### src/rtl/vram_dma_pkg.sv
// Shared definitions for the VRAM DMA block.
//   state_e   - write-cycle FSM states (IDLE, SETUP, STROBE, HOLD)
//   Reg*      - CPU register addresses
//   entry_t   - one queued VRAM write: {addr[15:0], data[7:0]}
package vram_dma_pkg;

  typedef enum logic [1:0] {
    StIdle,
    StSetup,
    StStrobe,
    StHold
  } state_e;

  localparam logic [1:0] RegPtrLo = 2'd0;
  localparam logic [1:0] RegPtrHi = 2'd1;
  localparam logic [1:0] RegPush  = 2'd2;
  localparam logic [1:0] RegCtrl  = 2'd3;

  typedef struct packed {
    logic [15:0] addr;
    logic [7:0]  data;
  } entry_t;

endpackage

### src/rtl/vram_dma_fifo.sv
// Synchronous write queue for the VRAM DMA.
// Parameters:
//   FIFO_DEPTH - number of entries, power of two (2..16)
// Ports:
//   clk, rst   - clock, asynchronous active-high reset
//   flush      - discard all entries this cycle (takes priority over push/pop)
//   push, wdata - enqueue wdata (ignored when full unless popping in the same cycle)
//   pop, rdata - dequeue; rdata is the current head, valid whenever not empty
//   empty, full - derived from the registered entry count
module vram_dma_fifo
  import vram_dma_pkg::*;
#(
  parameter int unsigned FIFO_DEPTH = 4
) (
  input  logic   clk,
  input  logic   rst,
  input  logic   flush,
  input  logic   push,
  input  entry_t wdata,
  input  logic   pop,
  output entry_t rdata,
  output logic   empty,
  output logic   full
);

  localparam int unsigned AW = $clog2(FIFO_DEPTH);
  localparam int unsigned CW = AW + 1;

  entry_t          mem_q [FIFO_DEPTH];
  logic [AW-1:0]   wr_ptr_q;
  logic [AW-1:0]   rd_ptr_q;
  logic [CW-1:0]   count_q;
  logic            do_push;
  logic            do_pop;

  assign empty = (count_q == '0);
  assign full  = (count_q == CW'(FIFO_DEPTH));
  assign rdata = mem_q[rd_ptr_q];

  // A push into a full queue is fine when the head leaves in the same cycle.
  assign do_pop  = pop && !empty && !flush;
  assign do_push = push && (!full || (pop && !empty)) && !flush;

  always_ff @(posedge clk) begin
    if (do_push) begin
      mem_q[wr_ptr_q] <= wdata;
    end
  end

  always_ff @(posedge clk or posedge rst) begin
    if (rst) begin
      wr_ptr_q <= '0;
      rd_ptr_q <= '0;
      count_q  <= '0;
    end else if (flush) begin
      wr_ptr_q <= '0;
      rd_ptr_q <= '0;
      count_q  <= '0;
    end else begin
      if (do_push) wr_ptr_q <= wr_ptr_q + 1'b1;
      if (do_pop)  rd_ptr_q <= rd_ptr_q + 1'b1;
      if (do_push && !do_pop) begin
        count_q <= count_q + 1'b1;
      end else if (do_pop && !do_push) begin
        count_q <= count_q - 1'b1;
      end
    end
  end

endmodule

### src/rtl/vram_dma.sv
// VRAM DMA: takes byte writes from an asynchronous CPU port, queues {pointer, data}
// entries and replays them onto the shared VRAM bus whenever the video side frees it.
// Optional feature macro: VRAM_DMA_AUTOINC_EN - pointer increments after each accepted push.
// Ports:
//   i_clk, i_rst        - pixel clock, asynchronous active-high reset
//   i_ctrl_ce_b/w_b     - CPU chip enable / write strobe (active low, asynchronous)
//   i_ctrl_addr/data    - CPU register address (2b) and write data (8b)
//   i_free_vbus_b       - low when the VRAM bus may be used for DMA
//   o_vaddr/o_vdata     - VRAM address and data
//   o_vwe_b/o_vbus_en_b - VRAM write strobe and bus-drive enable (active low)
//   o_fifo_full_b       - low while the queue is full
//   o_idle_b            - low when the queue is empty and no cycle is in flight
//   o_overflow          - sticky: a push was dropped on a full queue
module vram_dma
  import vram_dma_pkg::*;
#(
  parameter int unsigned FIFO_DEPTH = 4
) (
  input  logic        i_clk,
  input  logic        i_rst,
  input  logic        i_ctrl_ce_b,
  input  logic        i_ctrl_w_b,
  input  logic [1:0]  i_ctrl_addr,
  input  logic [7:0]  i_ctrl_data,
  input  logic        i_free_vbus_b,
  output logic [15:0] o_vaddr,
  output logic [7:0]  o_vdata,
  output logic        o_vwe_b,
  output logic        o_vbus_en_b,
  output logic        o_fifo_full_b,
  output logic        o_idle_b,
  output logic        o_overflow
);

  logic        w_meta_q, w_sync_q, w_prev_q;
  logic        access;
  logic        push_req, push_ok, flush, pop_en;
  logic [15:0] ptr_q;
  logic        overflow_q;
  logic        fifo_empty, fifo_full;
  entry_t      head;
  state_e      state_q, state_d;
  logic [15:0] vaddr_q;
  logic [7:0]  vdata_q;
  logic        vwe_b_q, vbus_en_b_q;

  // Write strobe synchroniser; resets high so reset release never looks like an edge.
  always_ff @(posedge i_clk or posedge i_rst) begin
    if (i_rst) begin
      w_meta_q <= 1'b1;
      w_sync_q <= 1'b1;
      w_prev_q <= 1'b1;
    end else begin
      w_meta_q <= i_ctrl_w_b;
      w_sync_q <= w_meta_q;
      w_prev_q <= w_sync_q;
    end
  end

  assign access   = w_prev_q && !w_sync_q && !i_ctrl_ce_b;
  assign push_req = access && (i_ctrl_addr == RegPush);
  assign flush    = access && (i_ctrl_addr == RegCtrl) && i_ctrl_data[1];
  assign pop_en   = (state_q == StIdle) && !fifo_empty && !i_free_vbus_b;
  assign push_ok  = push_req && (!fifo_full || pop_en);

  always_ff @(posedge i_clk or posedge i_rst) begin
    if (i_rst) begin
      ptr_q      <= 16'h0000;
      overflow_q <= 1'b0;
    end else begin
      if (access && (i_ctrl_addr == RegPtrLo)) ptr_q[7:0]  <= i_ctrl_data;
      if (access && (i_ctrl_addr == RegPtrHi)) ptr_q[15:8] <= i_ctrl_data;
`ifdef VRAM_DMA_AUTOINC_EN
      if (push_ok) ptr_q <= ptr_q + 16'd1;
`endif
      if (push_req && !push_ok) begin
        overflow_q <= 1'b1;
      end else if (access && (i_ctrl_addr == RegCtrl) && i_ctrl_data[0]) begin
        overflow_q <= 1'b0;
      end
    end
  end

  vram_dma_fifo #(
    .FIFO_DEPTH(FIFO_DEPTH)
  ) u_fifo (
    .clk  (i_clk),
    .rst  (i_rst),
    .flush(flush),
    .push (push_ok),
    .wdata({ptr_q, i_ctrl_data}),
    .pop  (pop_en),
    .rdata(head),
    .empty(fifo_empty),
    .full (fifo_full)
  );

  always_ff @(posedge i_clk or posedge i_rst) begin
    if (i_rst) begin
      state_q <= StIdle;
    end else begin
      state_q <= state_d;
    end
  end

  // Once started, a cycle always runs SETUP/STROBE/HOLD regardless of i_free_vbus_b.
  always_comb begin
    state_d = state_q;
    unique case (state_q)
      StIdle:   if (pop_en) state_d = StSetup;
      StSetup:  state_d = StStrobe;
      StStrobe: state_d = StHold;
      StHold:   state_d = StIdle;
      default:  state_d = StIdle;
    endcase
  end

  // Bus controls are registered from the next state so the strobe is glitch-free.
  always_ff @(posedge i_clk or posedge i_rst) begin
    if (i_rst) begin
      vaddr_q     <= 16'h0000;
      vdata_q     <= 8'h00;
      vwe_b_q     <= 1'b1;
      vbus_en_b_q <= 1'b1;
    end else begin
      if (pop_en) begin
        vaddr_q <= head.addr;
        vdata_q <= head.data;
      end
      vwe_b_q     <= (state_d != StStrobe);
      vbus_en_b_q <= (state_d == StIdle);
    end
  end

  assign o_vaddr       = vaddr_q;
  assign o_vdata       = vdata_q;
  assign o_vwe_b       = vwe_b_q;
  assign o_vbus_en_b   = vbus_en_b_q;
  assign o_fifo_full_b = !fifo_full;
  assign o_idle_b      = !(fifo_empty && (state_q == StIdle));
  assign o_overflow    = overflow_q;

endmodule

### config.mk
export PLATFORM = sky130hd
export DESIGN_NAME = vram_dma
export DESIGN_NICKNAME = d
export VERILOG_FILES = /design/src/rtl/vram_dma_pkg.sv /design/src/rtl/vram_dma_fifo.sv /design/src/rtl/vram_dma.sv
export SDC_FILE = /design/constraint.sdc
export NUM_CORES = 1
export LEC_CHECK = 0
export ABC_AREA = 0
export BUFFER_PORTS_ARGS = -buffer_cell sky130_fd_sc_hd__buf_2
export CORE_ASPECT_RATIO = 1.5
export CORE_MARGIN = 2
export CORE_UTILIZATION = 45
export CTS_CLUSTER_DIAMETER = 40
export DETAILED_ROUTE_END_ITERATION = 16
export HOLD_SLACK_MARGIN = 0.02
export MAX_ROUTING_LAYER = met4
export PLACE_DENSITY = 0.72
export SLEW_MARGIN = 20
export SYNTH_ARGS = -nofsm -noshare
export SYNTH_HDL_FRONTEND = slang
export SYNTH_SLANG_ARGS = --single-unit
### constraint.sdc
create_clock -name i_clk -period 2.4 [get_ports i_clk]
set_input_delay 0 -clock i_clk [delete_from_list [all_inputs] [get_ports i_clk]]
set_output_delay 0 -clock i_clk [all_outputs]
set_load 0.02 [all_outputs]
==> results_dict.tcl, run 1 <==
set metrics [dict create \
    finalCriticalPeriod_ps 2233 \
    antenna_found_initial 0 \
    pin_count 44 \
    endpoint "u_fifo.count_q[2]" \
    drc_errors 0 \
    seqPwrFrac_pct 42.4 \
    power.total_mw 8.232 \
    worstPathCellList "or3b_4 -> o211a_4 -> nor2b_1 -> fa_1 -> and3_1 -> mux2i_1 -> mux2i_1" \
    clock-sinks 151 \
    post-route-period-util_pct 93.04 \
    grt_use_total_pct 16.77 \
    pwr-share-comb_pct 25.2 \
    fin_setup_tns_ps 0 \
    wl_per_cell_um 18.95 \
    core_area_mm2 0.01251 \
    hold_path.class "primary input to flip-flop" \
    port_buffers 43 \
    clk_pin_slew_ps 60 \
    reg2reg_to "u_fifo.count_q[2]" \
    pre_cts_slack_ps 133.3 \
    grt_max_degree 56 \
    yosys_warnings 0 \
    startpoint "u_fifo.count_q[0]" \
    required_ps 2740 \
    cts_tree "built" \
    synthCells 294 \
    clock_power_share_pct 32.4 \
    synth_top_flop_cell "edfxtp_1" \
    critical_path_class "flip-flop to flip-flop" \
    setup_viol 0 \
    avgSynthCellArea_um2 19.69 \
    max_stage_delay_ps 430 \
    vias_per_cell 5.308 \
    start_util_pct 46.27 \
    r2r_cells 7 \
    root_buffer "clkbuf_16" \
    place_hpwl_um 6295 \
    area_growth_pct 21.70 \
    ant_nets 0 \
    cap_violations 0 \
    ir_drop_v 0.0007882 \
    grt.overflow.total 0 \
    gp_congestion 0.7471 \
    crit_path_max_fanout 11 \
    relSlewSlack_pct 48.77 \
    htree_levels 4 \
    nNetsFinal 396 \
    async_reset_ff_share_pct 36.42 \
    die_w_um 96.61 \
    diodes 0 \
    synth_cell_types 35 \
    netSwitchingPower_mw 2.329 \
    synth_edf_count 96 \
    hold_viol_final 0 \
    whs_ps 244.0 \
    cp.buffers_inverters 0 \
    cts_inserted_buffers 17 \
    synth_nets 317 \
    path_delay_family "simple AND/OR/NAND/NOR gates" \
    cts_buffer_depth 2 \
    power.share.switching_pct 28.29 \
    p_int_mw 5.903 \
    timing.final.ws_setup_ps 167.1 \
    layout-drive-gt1-share_pct 42.23 \
    drv_slew 0 \
    status "complete, no violations" \
    rows 50 \
    dieHeight_um 142.9 \
    ys_ff_latch 151 \
    first_pass_iters 4 \
    rsz0062_at_grt "false" \
    ys_seq_area_share_pct 73.68 \
    vias 2877 \
    skew_ps 14.88 \
    worstMarginPinSlew_ps 768.4 \
    die-area_mm2 0.01381 \
    p_per_area_mw_per_mm2 1168 \
    worstPathArrival_ps 2570 \
    drt-total-wl_um 10270 \
    crit_path_top_delay_cell "or3b_4" \
    cp_common_cell "mux2i_1" \
    rrSetupSlack_ps 170 \
    path_depth 7 \
    start_kind "flip-flop" \
    cp-end-kind "flip-flop" \
    fmax_ghz 0.4479 \
    grt_pass1_vias 3113 \
    n_fill_cell 972 \
    drt_iter0_drc 207 \
    r2r-start "u_fifo.count_q[0]" \
    insertion_delay_ps 420 \
    power.leakage_nw 2.664 \
    grt_pass1_wl_um 16620 \
    syn_area_mm2 0.005789 \
]
-- area by class of cell --
| cell class | count | area (µm²) | share of cell area (%) |
|---|---|---|---|
| Clock inverter | 14 | 171.4 | 2.433 |
| Tap cell | 156 | 195.2 | 2.770 |
| Timing Repair Buffer | 71 | 513.0 | 7.281 |
| Multi-Input combinational cell | 123 | 1438 | 20.40 |
| Sequential cell | 151 | 4265 | 60.54 |
| Clock buffer | 18 | 429.2 | 6.091 |
| Inverter | 9 | 33.78 | 0.4795 |
-- power groups by stage --
stage / clock [mW] / sequential [mW] / combinational (mW)
2_1_floorplan: 0 / 3.77 / 1.23
3_5_place_dp: 0 / 3.54 / 2.10
6_report: 2.66 / 3.49 / 2.08
5_1_grt: 2.83 / 3.56 / 2.28
4_1_cts: 2.73 / 3.50 / 2.12
3_3_place_gp: 0 / 3.51 / 2.04
-- stage by stage --
stage	cells	util (%)	cell area [µm²]
after floorplan	294	-	5789
after global placement	494	50.23	6285
after detailed placement	494	50.23	6285
after CTS	541	56.23	7036
after global routing	542	56.31	7046
final	542	56.31	7046
-- worst reg2reg max path, cell delays in order (launching register included) --
cell and delay [ps]:
dfrtp_1 410, or3b_4 430, o211a_4 290, nor2b_1 160
fa_1 370, and3_1 160, mux2i_1 150, mux2i_1 190
-- worst min path at each step --
stage | startpoint | endpoint | slack [ps] | cells after the start
finish | i_ctrl_w_b | w_meta_q | 240 | 2
global route | i_ctrl_w_b | w_meta_q | 230 | 2
CTS | i_ctrl_w_b | w_meta_q | 230 | 2
detailed placement | i_ctrl_w_b | w_meta_q | 110 | 1
global placement | i_ctrl_w_b | w_meta_q | 120 | 1
floorplan | i_ctrl_w_b | w_meta_q | 4 | 0
-- logic make-up (layout without fill, tap and decap cells) --
family | count (synthesis) | in the layout | share of synthesized area, %
AO/OA/AOI/OAI | 7 | 7 | 0.8645
XOR/XNOR | 3 | 3 | 0.4539
adder cells (fa/ha/maj) | 8 | 8 | 1.859
buffers and inverters | 20 | 112 | 1.534
flip-flops | 151 | 151 | 73.68
multiplexers | 69 | 69 | 17.98
AND/OR/NAND/NOR | 36 | 36 | 3.631
-- cell usage in the layout (no fill, tap or decap), types with 6 or more instances in the layout --
cell	synthesis	final
mux4_2	24	24
edfxtp_1	96	96
inv_1	9	8
mux2_2	40	40
dfrtp_1	50	50
ha_1	7	6
clkbuf_16	0	17
buf_4	0	9
buf_2	5	43
dlygate4sd3_1	0	15
nand2_1	11	11
-- cells in the mapped netlist, types with 2 or more instances --
master / n / share of area, %
and2_1: 4 / 0.43
mux2_2: 40 / 7.8
nor2_1: 4 / 0.26
nand2b_1: 4 / 0.43
xnor2_1: 2 / 0.30
dfrtp_1: 50 / 22
mux2i_1: 5 / 0.86
nand2_1: 11 / 0.71
buf_2: 5 / 0.43
dfstp_2: 5 / 2.3
mux4_2: 24 / 9.3
clkbuf_1: 4 / 0.26
inv_1: 9 / 0.58
edfxtp_1: 96 / 50
a21oi_1: 2 / 0.17
ha_1: 7 / 1.5
o21ai_0: 3 / 0.26
nor2b_1: 2 / 0.22
-- sequential cells by signal (all words and copies together) (netlist names) --
name / count
o_overflow: 1
o_vaddr: 16
o_vbus_en_b: 1
o_vdata: 8
o_vwe_b: 1
ptr_q: 16
state_q: 2
u_fifo.count_q: 3
u_fifo.mem_q: 96
u_fifo.rd_ptr_q: 2
u_fifo.wr_ptr_q: 2
w_meta_q: 1
w_prev_q: 1
w_sync_q: 1
-- routing by layer --
metal | vias up | track usage (%) | wire, µm
li1 | 1289 | - | -
met1 | 1501 | 18.04 | 3918
met2 | 68 | 28.91 | 5662
met3 | 19 | 4.748 | 450
met4 | 0 | 7.561 | 240
met5 | - | - | 0
-- what timing repair did --
item | 4_1_cts | 5_1_grt
hold endpoints to repair | 103 | 0
hold buffers | 15 | 0
buffers inserted | 0 | 1
endpoints found under the setup margin | 0 | 1
gates resized for setup | 0 | 1
No activity file was read; power rests on OpenSTA's default activity.
==> run 2, diff against run 1 <==
--- a/config.mk
+++ b/config.mk
@@ -14,7 +14,7 @@
 export DETAILED_ROUTE_END_ITERATION = 16
 export HOLD_SLACK_MARGIN = 0.02
 export MAX_ROUTING_LAYER = met4
-export PLACE_DENSITY = 0.72
+export PLACE_DENSITY = 0.7
 export SLEW_MARGIN = 20
 export SYNTH_ARGS = -nofsm -noshare
 export SYNTH_HDL_FRONTEND = slang
==> constraint.sdc (replaced) <==
create_clock -name i_clk -period 2.3 [get_ports i_clk]
set_input_delay 0 -clock i_clk [delete_from_list [all_inputs] [get_ports i_clk]]
set_output_delay 0 -clock i_clk [all_outputs]
set_load 0.02 [all_outputs]
==> results_dict.tcl, run 2 (synthesis results as in run 1) <==
set metrics [dict create \
    status "complete, no violations" \
    placed_cells 494 \
    fin_setup_tns_ps 0 \
    start_util_pct 46.27 \
    fmax_ghz 0.4575 \
    drc_errors 0 \
    root_buffer "clkbuf_16" \
    whs_ps 168.7 \
    cp-end-kind "flip-flop" \
    nNetsFinal 395 \
    worstMarginPinSlew_ps 638.8 \
    grt.overflow.total 0 \
    grt_pass1_wl_um 16260 \
    relSlewSlack_pct 56.81 \
    clk_pin_slew_ps 60 \
    grt_pass1_vias 3095 \
    post-route-period-util_pct 95.04 \
    crit_path_max_fanout 5 \
    first_pass_iters 4 \
    grt_use_total_pct 16.18 \
    multi_input_area_mm2 0.001438 \
    cts_inserted_buffers 17 \
    vias 2831 \
    die-area_mm2 0.01381 \
    reg2reg_to "u_fifo.count_q[2]" \
    wl_per_cell_um 18.48 \
    hold_viol_final 0 \
    rsz0062_at_grt "false" \
    required_ps 2630 \
    gp_congestion 0.7967 \
    vias_per_cell 5.233 \
    top_register "u_fifo.mem_q" \
    cts_buffer_depth 2 \
    finalNonFillerCells 541 \
    power.leakage_nw 2.646 \
    utilization_pct 56.10 \
    die_w_um 96.61 \
    largest_reg_flops 96 \
    drt_iter0_drc 153 \
    layout-drive-gt1-share_pct 42.60 \
    start_kind "flip-flop" \
    insertion_delay_ps 410 \
    n_fill_cell 979 \
    htree_levels 4 \
    drt-total-wl_um 9999 \
    dieHeight_um 142.9 \
    finalCriticalPeriod_ps 2186 \
    r2r-start "u_fifo.count_q[0]" \
    antenna_found_initial 0 \
    power.total_mw 8.373 \
    skew_ps 8.313 \
    r2r_cells 7 \
    diodes 0 \
    register_area_mm2 0.004265 \
    place_hpwl_um 6050 \
    rows 50 \
    grt_max_degree 56 \
    final_common_cell "edfxtp_1" \
    port_buffers 43 \
    rrSetupSlack_ps 110 \
    layout_common_cells "edfxtp_1, dfrtp_1, buf_2" \
    area_growth_pct 21.24 \
    core_area_mm2 0.01251 \
    postCtsSetupBuffers 0 \
    p_per_area_mw_per_mm2 1193 \
    critical_path_class "flip-flop to flip-flop" \
    setup_viol 0 \
    pin_count 44 \
    ant_nets 0 \
    clock-sinks 151 \
    hold_path.class "primary input to asynchronous set/reset pin" \
    drv_slew 0 \
    cts_tree "built" \
    cap_violations 0 \
    ir_drop_v 0.0006337 \
    worstPathArrival_ps 2520 \
]
-- run 2: final cells by class --
class	count	area share (%)
timing repair buffer	70	7.736
tap	156	2.781
multi-input combinational	123	20.48
clock buffer	17	6.061
clock inverter	15	1.693
inverter	9	0.4813
sequential	151	60.77
-- run 2: metrics by stage --
stage | cell area, µm² | setup slack (ps)
after global placement | 6322 | 191.8
after CTS | 7017 | 74.54
after global routing | 7019 | 27.49
final | 7019 | 114.2
after detailed placement | 6322 | 83.90
after floorplan | 5789 | 13.90
-- run 2: what timing repair did --
item | CTS | global route
endpoints found under the hold margin | 108 | 0
resized for setup | 0 | 1
hold buffers | 15 | 0
setup endpoints to repair | 0 | 1
-- run 2: how the worst max path moves through the flow --
stage	startpoint	to	cells past startpoint
3_3_place_gp	state_q[0]	u_fifo.count_q[2]	9
5_1_grt	state_q[0]	u_fifo.count_q[2]	9
2_1_floorplan	state_q[0]	u_fifo.count_q[2]	10
3_5_place_dp	state_q[0]	u_fifo.count_q[2]	9
4_1_cts	state_q[0]	u_fifo.count_q[2]	9
6_report	u_fifo.count_q[0]	u_fifo.count_q[2]	7
-- run 2: critical path, cell delays in order (launching register included) --
cell     delay, ps
dfrtp_1        420
or3b_4         430
o211a_4        240
nor2b_1        140
fa_1           370
and3_1         150
mux2i_1        160
mux2i_1        200
-- run 2: layer usage --
metal	up-vias	routed length (µm)	share of wire [%]	global-route usage, %
met5	-	0	0	-
met4	0	124	1.2	5.782
met3	10	252	2.5	4.161
met2	41	5620	56	28.73
met1	1494	4001	40	17.60
li1	1286	-	-	-
-- run 2: power breakdown --
group	total [mW]	switching (mW)	internal [mW]
clock network	2.52	1.12	1.40
logic	2.18	1.09	1.09
registers	3.68	0.290	3.39
